--- src/rtl/uart_pkg.sv ---
// -----------------------------------------------------------------------------
// uart_pkg
// Shared types and helpers for the 8N1 UART receive path.
//   state_t   : receiver FSM state encoding (IDLE, START, DATA, STOP, BREAK)
//   DATA_BITS : payload bits per frame
//   bps_div() : clocks per bit from clock frequency and baud rate
//   maj3()    : 2-of-3 majority vote, used when UART_RX_MAJORITY_EN is defined
// -----------------------------------------------------------------------------
package uart_pkg;

  localparam int DATA_BITS = 8;

  typedef enum logic [2:0] {
    IDLE  = 3'd0,
    START = 3'd1,
    DATA  = 3'd2,
    STOP  = 3'd3,
    BREAK = 3'd4
  } state_t;

  // Integer division, so the divisor truncates toward zero.
  function automatic int bps_div(input int clk_freq, input int baud);
    return clk_freq / baud;
  endfunction

  function automatic logic maj3(input logic a, input logic b, input logic c);
    return (a & b) | (a & c) | (b & c);
  endfunction

endpackage

--- src/rtl/uart_rx_sync.sv ---
// -----------------------------------------------------------------------------
// uart_rx_sync
// Brings the asynchronous serial line into the clk domain and flags falling
// edges on the synchronized copy. All flops reset to 1 (idle line level) so a
// reset never manufactures a start edge on its own.
//   clk      in  : system clock, rising edge
//   rst      in  : asynchronous active-high reset
//   rx_async in  : raw serial line
//   rx_s     out : line after the 2-flop synchronizer (2 clk latency)
//   rx_fall  out : rx_s was 1 on the previous clock and is 0 now
// -----------------------------------------------------------------------------
module uart_rx_sync (
  input  logic clk,
  input  logic rst,
  input  logic rx_async,
  output logic rx_s,
  output logic rx_fall
);

  logic meta_q, meta_d;
  logic sync_q, sync_d;
  logic prev_q, prev_d;

  always_comb begin
    meta_d = rx_async;
    sync_d = meta_q;
    prev_d = sync_q;
  end

  // NOTE: sequential state is updated with non-blocking assignments only, so
  // every flop samples the pre-edge value of its neighbour and the chain
  // behaves as a true shift register regardless of statement order.
  always_ff @(posedge clk or posedge rst) begin
    if (rst) begin
      meta_q <= 1'b1;
      sync_q <= 1'b1;
      prev_q <= 1'b1;
    end else begin
      meta_q <= meta_d;
      sync_q <= sync_d;
      prev_q <= prev_d;
    end
  end

  assign rx_s    = sync_q;
  assign rx_fall = prev_q & ~sync_q;

endmodule

--- src/rtl/uart_byte_rx.sv ---
// -----------------------------------------------------------------------------
// uart_byte_rx
// 8N1 UART receiver: turns the RS-232 line into bytes for the character
// detector. Bits are sampled mid-bit using a clocks-per-bit counter that is
// re-aligned on every start-bit falling edge.
//
// Optional build macro UART_RX_MAJORITY_EN: each bit decision becomes the
// 2-of-3 majority of the synchronized line at sample point -1/0/+1 clock,
// taken at +1; every latency grows by one clock. Needs BPS_DIV >= 8.
//
// Parameters: CLK_FREQ (Hz), BAUD (bit/s); BPS_DIV = CLK_FREQ/BAUD >= 8.
// Ports:
//   Clk       in     : system clock, rising edge
//   Rst       in     : asynchronous active-high reset
//   Rs232_Rx  in     : serial line, idle high, asynchronous to Clk
//   data      out[8] : last correctly framed byte, LSB first on the line
//   rx_done   out    : one-cycle pulse, data updates on the same edge
//   frame_err out    : one-cycle pulse when the stop bit samples as 0
//   busy      out    : high whenever the FSM is not in IDLE
// -----------------------------------------------------------------------------
module uart_byte_rx
  import uart_pkg::*;
#(
  parameter int CLK_FREQ = 50_000_000,
  parameter int BAUD     = 9600
) (
  input  logic                 Clk,
  input  logic                 Rst,
  input  logic                 Rs232_Rx,
  output logic [DATA_BITS-1:0] data,
  output logic                 rx_done,
  output logic                 frame_err,
  output logic                 busy
);

  localparam int BPS_DIV = bps_div(CLK_FREQ, BAUD);
  localparam int CNT_W   = $clog2(BPS_DIV);

`ifdef UART_RX_MAJORITY_EN
  localparam int SAMPLE_SLIP = 1;
`else
  localparam int SAMPLE_SLIP = 0;
`endif

  // Delaying the start-bit decision by the slip shifts the whole frame's bit
  // grid by the same amount, so data and stop decisions inherit it for free.
  localparam logic [CNT_W-1:0] START_PT = CNT_W'(BPS_DIV / 2 - 1 + SAMPLE_SLIP);
  localparam logic [CNT_W-1:0] BIT_PT   = CNT_W'(BPS_DIV - 1);
  localparam logic [2:0]       LAST_BIT = 3'(DATA_BITS - 1);

  logic rx_s;
  logic rx_fall;
  logic rx_bit;

  uart_rx_sync u_sync (
    .clk      (Clk),
    .rst      (Rst),
    .rx_async (Rs232_Rx),
    .rx_s     (rx_s),
    .rx_fall  (rx_fall)
  );

`ifdef UART_RX_MAJORITY_EN
  // hist_q[0] is rx_s one clock back, hist_q[1] two clocks back.
  logic [1:0] hist_q, hist_d;

  always_comb hist_d = {hist_q[0], rx_s};

  always_ff @(posedge Clk or posedge Rst) begin
    if (Rst) hist_q <= 2'b11;
    else     hist_q <= hist_d;
  end

  assign rx_bit = maj3(rx_s, hist_q[0], hist_q[1]);
`else
  assign rx_bit = rx_s;
`endif

  state_t                 state_q, state_d;
  logic [CNT_W-1:0]       bps_cnt_q, bps_cnt_d;
  logic [2:0]             bit_cnt_q, bit_cnt_d;
  logic [DATA_BITS-1:0]   shreg_q, shreg_d;
  logic [DATA_BITS-1:0]   data_q, data_d;
  logic                   rx_done_q, rx_done_d;
  logic                   frame_err_q, frame_err_d;
  logic                   busy_q, busy_d;
  logic                   bit_tick;

  assign bit_tick = (bps_cnt_q == BIT_PT);

  // NOTE: every signal written here gets a default before the case, so no
  // path leaves a value unassigned and no latch is inferred.
  always_comb begin
    state_d     = state_q;
    bps_cnt_d   = bit_tick ? '0 : bps_cnt_q + 1'b1;
    bit_cnt_d   = bit_cnt_q;
    shreg_d     = shreg_q;
    data_d      = data_q;
    rx_done_d   = 1'b0;
    frame_err_d = 1'b0;

    unique case (state_q)
      IDLE: begin
        bps_cnt_d = '0;
        if (rx_fall) state_d = START;
      end
      START: begin
        if (bps_cnt_q == START_PT) begin
          bps_cnt_d = '0;
          bit_cnt_d = '0;
          // A line already back high mid start bit was a glitch.
          state_d   = rx_bit ? IDLE : DATA;
        end
      end
      DATA: begin
        if (bit_tick) begin
          shreg_d[bit_cnt_q] = rx_bit;
          bit_cnt_d          = bit_cnt_q + 3'd1;
          if (bit_cnt_q == LAST_BIT) state_d = STOP;
        end
      end
      STOP: begin
        if (bit_tick) begin
          if (rx_bit) begin
            data_d    = shreg_q;
            rx_done_d = 1'b1;
            state_d   = IDLE;
          end else begin
            frame_err_d = 1'b1;
            state_d     = BREAK;
          end
        end
      end
      BREAK: begin
        // Wait out a held-low line so it is not mistaken for a new start.
        bps_cnt_d = '0;
        if (rx_s) state_d = IDLE;
      end
      default: state_d = IDLE;
    endcase

    busy_d = (state_d != IDLE);
  end

  // NOTE: the shift register and output byte are plain registers, not a
  // memory array, so they are reset together with the rest of the FSM.
  always_ff @(posedge Clk or posedge Rst) begin
    if (Rst) begin
      state_q     <= IDLE;
      bps_cnt_q   <= '0;
      bit_cnt_q   <= '0;
      shreg_q     <= '0;
      data_q      <= '0;
      rx_done_q   <= 1'b0;
      frame_err_q <= 1'b0;
      busy_q      <= 1'b0;
    end else begin
      state_q     <= state_d;
      bps_cnt_q   <= bps_cnt_d;
      bit_cnt_q   <= bit_cnt_d;
      shreg_q     <= shreg_d;
      data_q      <= data_d;
      rx_done_q   <= rx_done_d;
      frame_err_q <= frame_err_d;
      busy_q      <= busy_d;
    end
  end

  assign data      = data_q;
  assign rx_done   = rx_done_q;
  assign frame_err = frame_err_q;
  assign busy      = busy_q;

endmodule

--- config.mk ---
export PLATFORM = sky130hd
export DESIGN_NAME = uart_byte_rx
export DESIGN_NICKNAME = d
export VERILOG_FILES = /design/src/rtl/uart_pkg.sv /design/src/rtl/uart_rx_sync.sv /design/src/rtl/uart_byte_rx.sv
export SDC_FILE = /design/constraint.sdc
export NUM_CORES = 1
export LEC_CHECK = 0
export CELL_PAD_IN_SITES_DETAIL_PLACEMENT = 0
export CELL_PAD_IN_SITES_GLOBAL_PLACEMENT = 1
export CORE_ASPECT_RATIO = 1.1
export CORE_MARGIN = 2
export CORE_UTILIZATION = 40
export DETAILED_ROUTE_END_ITERATION = 6
export PLACE_DENSITY_LB_ADDON = 0.1
export SYNTH_ARGS = -nofsm -noshare
export SYNTH_HDL_FRONTEND = slang
export SYNTH_SLANG_ARGS = --single-unit
--- constraint.sdc ---
create_clock -name Clk -period 2.4 [get_ports Clk]
set_input_delay 0.24 -clock Clk [delete_from_list [all_inputs] [get_ports Clk]]
set_output_delay 0.24 -clock Clk [all_outputs]
set_load 0.005 [all_outputs]
==> summary.txt, run 1 <==
Status - finished clean
CP endpoint kind - flip-flop
DRT iter0 DRCs - 60
Clock sinks - 41
Final Hold Fails - 0
Via density - 5.37
Initial antenna violation count - 0
CP Class - flip-flop to flip-flop
Crit Path Max Fanout - 14
Pre-CTS setup slack - 0.269 ns
Endpoint, Worst Hold - u_sync.meta_q
Syn. warnings - 0
Reg2reg start - bps_cnt_q[0]
Post-synth top cells - dfrtp_1 (38), mux2_2 (16), nand3_1 (12)
#FFs+latches synth - 41
Crit-path max cell delay - 0.42 ns
Port Buf Inserts - 13
Sequential area share after synthesis - 53.1%
Finished Layout Cells - 237
Simple-Gate Fraction of Synth Area - 23.3%
Max-slew headroom - 65.9%
Final Setup Violations - 0
Clock skew - 0.00700 ns
Clock Latency Late Sink - 0.30 ns
Power Dens Cells - 647 mW/mm^2
Hold path startpoint - Rs232_Rx
Die Y - 77.1 um
Syn nets - 169
Drt drc - 0
Vias in the first global route - 1243
Grt total ovfl - 0
Fillers - 430
Die ar. - 0.00543 mm^2
CP arrival - 2.31 ns
Syn Std Cell Area - 0.00194 mm^2
Maxcap violations - 0
Post-Synth Adder-Cell Area - 1.93%
Ys flop type - dfrtp_1
Setup TNS - 0 ns
Placed insts - 230
Leak pwr - 0.942 nW
Final wirelength - 3450 um
CTS root buffer - clkbuf_8
RSZ-0062 raised after global routing - no
Routability Congestion - 0.774
Area growth from synthesis to layout - 14.4%
Asr flop ratio synth - 100%
Critical R2R Capture - shreg_q[6]
Min Tclk post-route - 2.13 ns
Count leader, synth - dfrtp_1
Drt pass-1 iters - 4
Setup ws final - 0.274 ns
FP Rows - 26
Slew Limit Fails - 0
Synth area leaders - dfrtp_1 (49%), mux2_2 (9.3%), dfstp_2 (4.1%), nor2_2 (3.2%), xor2_1 (3.2%)
Hold Path Depth - 1
Largest family of logic cells by synthesized area - simple AND/OR/NAND/NOR gates
Clock Path Buffers - 2
CTS H-tree depth - 2
First-pass GRT wire length - 6080 um
Worst-path clk slew - 0.07 ns
Synth Area in Compound Gates - 3.93%
Post-synth top area share - 49.0%
Global Route Usage Sum - 14.2%
CTS Buf Count - 5
Mux contribution to synthesized area - 9.80%
Cells after Synth - 163
Number of synthesized flops with an enable pin - 0
Cells along the critical path - ha_1 > and4_1 > nand4_1 > buf_4 > nor4b_1 > mux2_2
CTS resizes - 0
Vias - 1273
Wire per inst - 14.6 um
Starting density of the core - 41.7%
Layout cell share with drive strength beyond 1 - 25.4%
Max IR drop VDD - 329 uV
Nets - 187
Hold buffers post-CTS - 0
Syn avg cell area - 11.9 um^2
Setup repair bufs after CTS - 0
IO Count - 14
Post-route ant nets - 0
Final Total Pwr - 1.44 mW
Synth unique cells - 39
Xor/xnor cell area share of the yosys netlist - 4.96%
ANT cells - 0
Period utilisation layout - 88.6%
Synth area leader - dfrtp_1
Critical path's slowest cell - dfrtp_1
Cells on worst reg2reg path - 6
Fmax - 0.470 GHz
Largest net degree at the start of global routing - 42
Die Width - 70.4 um
Post-DP HPWL - 2310 um
Core area - 0.00465 mm^2
CTS tree - built
Startpoint types - flip-flop
R2r setup slk - 0.27 ns
Worst-Margin Slew - 0.504 ns
Required time of the worst setup path - 2.58 ns
HP Class - input port to flip-flop
-- registers in the layout (all words and copies together), names as in the netlist --
name           flops
shreg_q            8
u_sync.rx_s        1
state_q            3
bit_cnt_q          3
u_sync.prev_q      1
data               8
bps_cnt_q         13
u_sync.meta_q      1
busy               1
rx_done            1
frame_err          1
-- worst max path at each step --
stage,start,to,slack [ns],depth (start not counted)
floorplan,bps_cnt_q[0],shreg_q[0],0.48,6
global placement,bps_cnt_q[0],shreg_q[6],0.33,6
detailed placement,bps_cnt_q[0],shreg_q[6],0.27,6
CTS,bps_cnt_q[0],shreg_q[6],0.26,6
global route,bps_cnt_q[0],shreg_q[5],0.09,6
finish,bps_cnt_q[0],shreg_q[6],0.27,6
-- power by group --
group / switching (mW) / internal (mW) / total, mW
sequential: 0.0606 / 0.741 / 0.801
clock: 0.232 / 0.227 / 0.459
combinational: 0.0984 / 0.0784 / 0.177
-- layout by cell type, fill, tap and decap left out --
cell	instances
mux2i_1	1
nor4_1	3
nand4bb_1	2
dfstp_2	3
or3b_1	1
or4_4	1
nand4_1	4
nor2_2	10
o311ai_0	1
nor2_1	7
buf_4	4
nor2b_1	2
nand3b_1	1
o221ai_1	1
and4_1	2
clkbuf_8	6
nor3_1	5
nand2b_1	1
o31ai_1	1
mux2_2	16
inv_1	5
clkdlybuf4s50_1	13
o21ai_0	3
ha_1	3
nor3b_1	1
nor3_2	1
nand3_1	12
xnor2_1	4
dfrtp_1	38
o2bb2ai_2	1
clkinvlp_4	1
xor2_1	7
or3_1	1
and3_1	3
or4b_1	1
nor4b_2	2
nor4b_1	4
o211ai_4	1
nand2_1	8
-- critical path, delay by kind of cell, from the launching register on --
family                   cells  cell delay (ns)
buffers and inverters        1             0.20
adder cells (fa/ha/maj)      1             0.30
flip-flops                   1             0.42
multiplexers                 1             0.38
AND/OR/NAND/NOR              3             0.71
-- metrics by stage --
| step | hold slack, ns | cell area [um^2] | utilization [%] |
|---|---|---|---|
| 2_1_floorplan | 0.244 | 1940 | - |
| 3_3_place_gp | 0.347 | 2130 | 45.8 |
| 3_5_place_dp | 0.353 | 2130 | 45.8 |
| 4_1_cts | 0.342 | 2220 | 47.7 |
| 5_1_grt | 0.367 | 2220 | 47.7 |
| 6_report | 0.345 | 2220 | 47.7 |
-- metal layers --
metal / wire [um] / global-route usage, % / vias up
li1: - / - / 625
met1: 1820 / 20.9 / 620
met2: 1450 / 19.6 / 20
met3: 97 / 3.15 / 8
met4: 85 / 6.92 / 0
met5: 0 / 0 / -
-- kinds of logic (layout without fill, tap and decap cells) --
family | after synthesis | after routing
buf+inv | 11 | 29
simple gates | 72 | 72
mux | 17 | 17
fa+ha+maj | 3 | 3
compound gates | 8 | 8
xor+xnor | 11 | 11
flops | 41 | 41
-- layout make-up --
cell class | instances | area [um^2] | share of cell area, %
Sequential cell | 41 | 1030 | 46.4
Multi-Input combinational cell | 111 | 852 | 38.4
Timing Repair Buffer | 17 | 160 | 7.21
Clock buffer | 6 | 82.6 | 3.72
Tap cell | 56 | 70.1 | 3.15
Inverter | 5 | 18.8 | 0.845
Clock inverter | 1 | 7.51 | 0.338
Note: power is estimated with default switching activity, not from simulation.
==> inputs of run 2 (changes only) <==
--- a/config.mk
+++ b/config.mk
@@ -11,7 +11,7 @@
 export CORE_MARGIN = 2
 export CORE_UTILIZATION = 40
 export DETAILED_ROUTE_END_ITERATION = 6
-export PLACE_DENSITY_LB_ADDON = 0.1
+export PLACE_DENSITY = 0.74
 export SYNTH_ARGS = -nofsm -noshare
 export SYNTH_HDL_FRONTEND = slang
 export SYNTH_SLANG_ARGS = --single-unit
==> constraint.sdc (replaced) <==
create_clock -name Clk -period 2.6 [get_ports Clk]
set_input_delay 0.26 -clock Clk [delete_from_list [all_inputs] [get_ports Clk]]
set_output_delay 0.26 -clock Clk [all_outputs]
set_load 0.005 [all_outputs]
==> run 2 against run 1 <==
Clock skew grew 0.0017 ns. Clock power shrank 4.4%. Sequential share of layout area is essentially flat. Sequential power shrank 6.5%. Via count shrank 0.79%. Critical path type unchanged. Largest power group unchanged. Register-to-register slack gained 0.24 ns.
==> summary.txt, run 2 (synthesis gave the netlist of run 1 again) <==
Final wirelength - 3360 um
Leak pwr - 0.946 nW
ANT cells - 0
Initial antenna violation count - 0
Drt drc - 0
Crit Path Max Fanout - 14
CTS root buffer - clkbuf_8
Required time of the worst setup path - 2.79 ns
Max IR drop VDD - 362 uV
CP arrival - 2.27 ns
HP Class - flip-flop to flip-flop
Status - finished clean
Post-DP HPWL - 2320 um
Clock skew - 0.00873 ns
Slew Limit Fails - 0
Power Dens Cells - 603 mW/mm^2
CP endpoint kind - flip-flop
CTS tree - built
Hold buffers post-CTS - 0
CTS resizes - 0
Port Buf Inserts - 13
Fmax - 0.480 GHz
Startpoint types - flip-flop
Starting density of the core - 41.7%
Drt pass-1 iters - 5
Top reg by flops - bps_cnt_q
Post-layout util - 47.7%
Nets - 186
Maxcap violations - 0
DRT iter0 DRCs - 100
Grt total ovfl - 0
CTS Buf Count - 5
Final Hold Fails - 0
FP Rows - 26
Vias in the first global route - 1338
Area growth from synthesis to layout - 14.4%
Wire per inst - 14.2 um
Setup TNS - 0 ns
Setup repair bufs after CTS - 0
First-pass GRT wire length - 6160 um
CTS H-tree depth - 2
Max-slew headroom - 63.9%
Via density - 5.33
Clock Path Buffers - 2
Most common cell after layout, fill and taps aside - dfrtp_1
Global Route Usage Sum - 14.1%
Die Width - 70.4 um
Largest net degree at the start of global routing - 42
Clock Latency Late Sink - 0.29 ns
Vias - 1263
Most frequent cells in the layout - dfrtp_1 (38), mux2_2 (16), clkdlybuf4s50_1 (13), nand3_1 (12), nor2_2 (10)
Worst-Margin Slew - 0.540 ns
Layout cell share with drive strength beyond 1 - 25.4%
Period utilisation layout - 80.1%
Min Tclk post-route - 2.08 ns
Hold WS - 0.359 ns
RSZ-0062 raised after global routing - no
Die ar. - 0.00543 mm^2
CP Class - flip-flop to flip-flop
Worst-path clk slew - 0.08 ns
Core area - 0.00465 mm^2
Die Y - 77.1 um
Final Setup Violations - 0
Max FFs per register - 13
IO Count - 14
Clock sinks - 41
Post-route ant nets - 0
Routability Congestion - 0.763
## run 2: worst paths after layout
path | start | end | slack [ns] | cells past startpoint
setup / recovery | bps_cnt_q[0] | shreg_q[1] | 0.52 | 6
hold / removal | u_sync.meta_q | u_sync.rx_s | 0.36 | 0
setup reg to reg | bps_cnt_q[0] | shreg_q[1] | 0.52 | 6
hold reg to reg | u_sync.meta_q | u_sync.rx_s | 0.36 | 0
max in group asynchronous | Rst | u_sync.meta_q | 1.84 | 3
min in group asynchronous | Rst | data[5] | 0.39 | 3
## run 2: where the power goes
| group | leakage (nW) | internal [mW] | switching (mW) | total (mW) |
|---|---|---|---|---|
| clock network | 0.0512 | 0.215 | 0.224 | 0.439 |
| logic | 0.347 | 0.0686 | 0.0810 | 0.150 |
| registers | 0.548 | 0.683 | 0.0653 | 0.749 |
## run 2: through the flow
| step | cells | setup WS [ns] | power [mW] | cell area [um^2] |
|---|---|---|---|---|
| after floorplan | 163 | 0.682 | 0.878 | 1940 |
| after global placement | 229 | 0.544 | 0.907 | 2120 |
| after detailed placement | 229 | 0.487 | 0.915 | 2120 |
| after CTS | 237 | 0.506 | 1.36 | 2220 |
| after global routing | 237 | 0.332 | 1.42 | 2220 |
| final | 237 | 0.517 | 1.34 | 2220 |
## run 2: worst max-delay path, stage by stage, from the launching register on
cell	delay [ns]
dfrtp_1	0.43
ha_1	0.29
and4_1	0.29
nand4_1	0.10
buf_4	0.20
nor4b_1	0.31
mux2_2	0.37
## run 2: metal layers
layer	vias up	share of wire, %	GRT usage [%]
li1	617	-	-
met1	624	48	18.5
met2	18	48	22.7
met3	4	2.6	2.76
met4	0	1.3	5.77
met5	-	0	0
## run 2: area by class of cell
class                           count  area [um^2]
Clock inverter                      2         13.8
Timing Repair Buffer               16          153
Fill cell                         428         2430
Sequential cell                    41         1030
Clock buffer                        6         82.6
Inverter                            5         18.8
Multi-Input combinational cell    111          852
Tap cell                           56         70.1
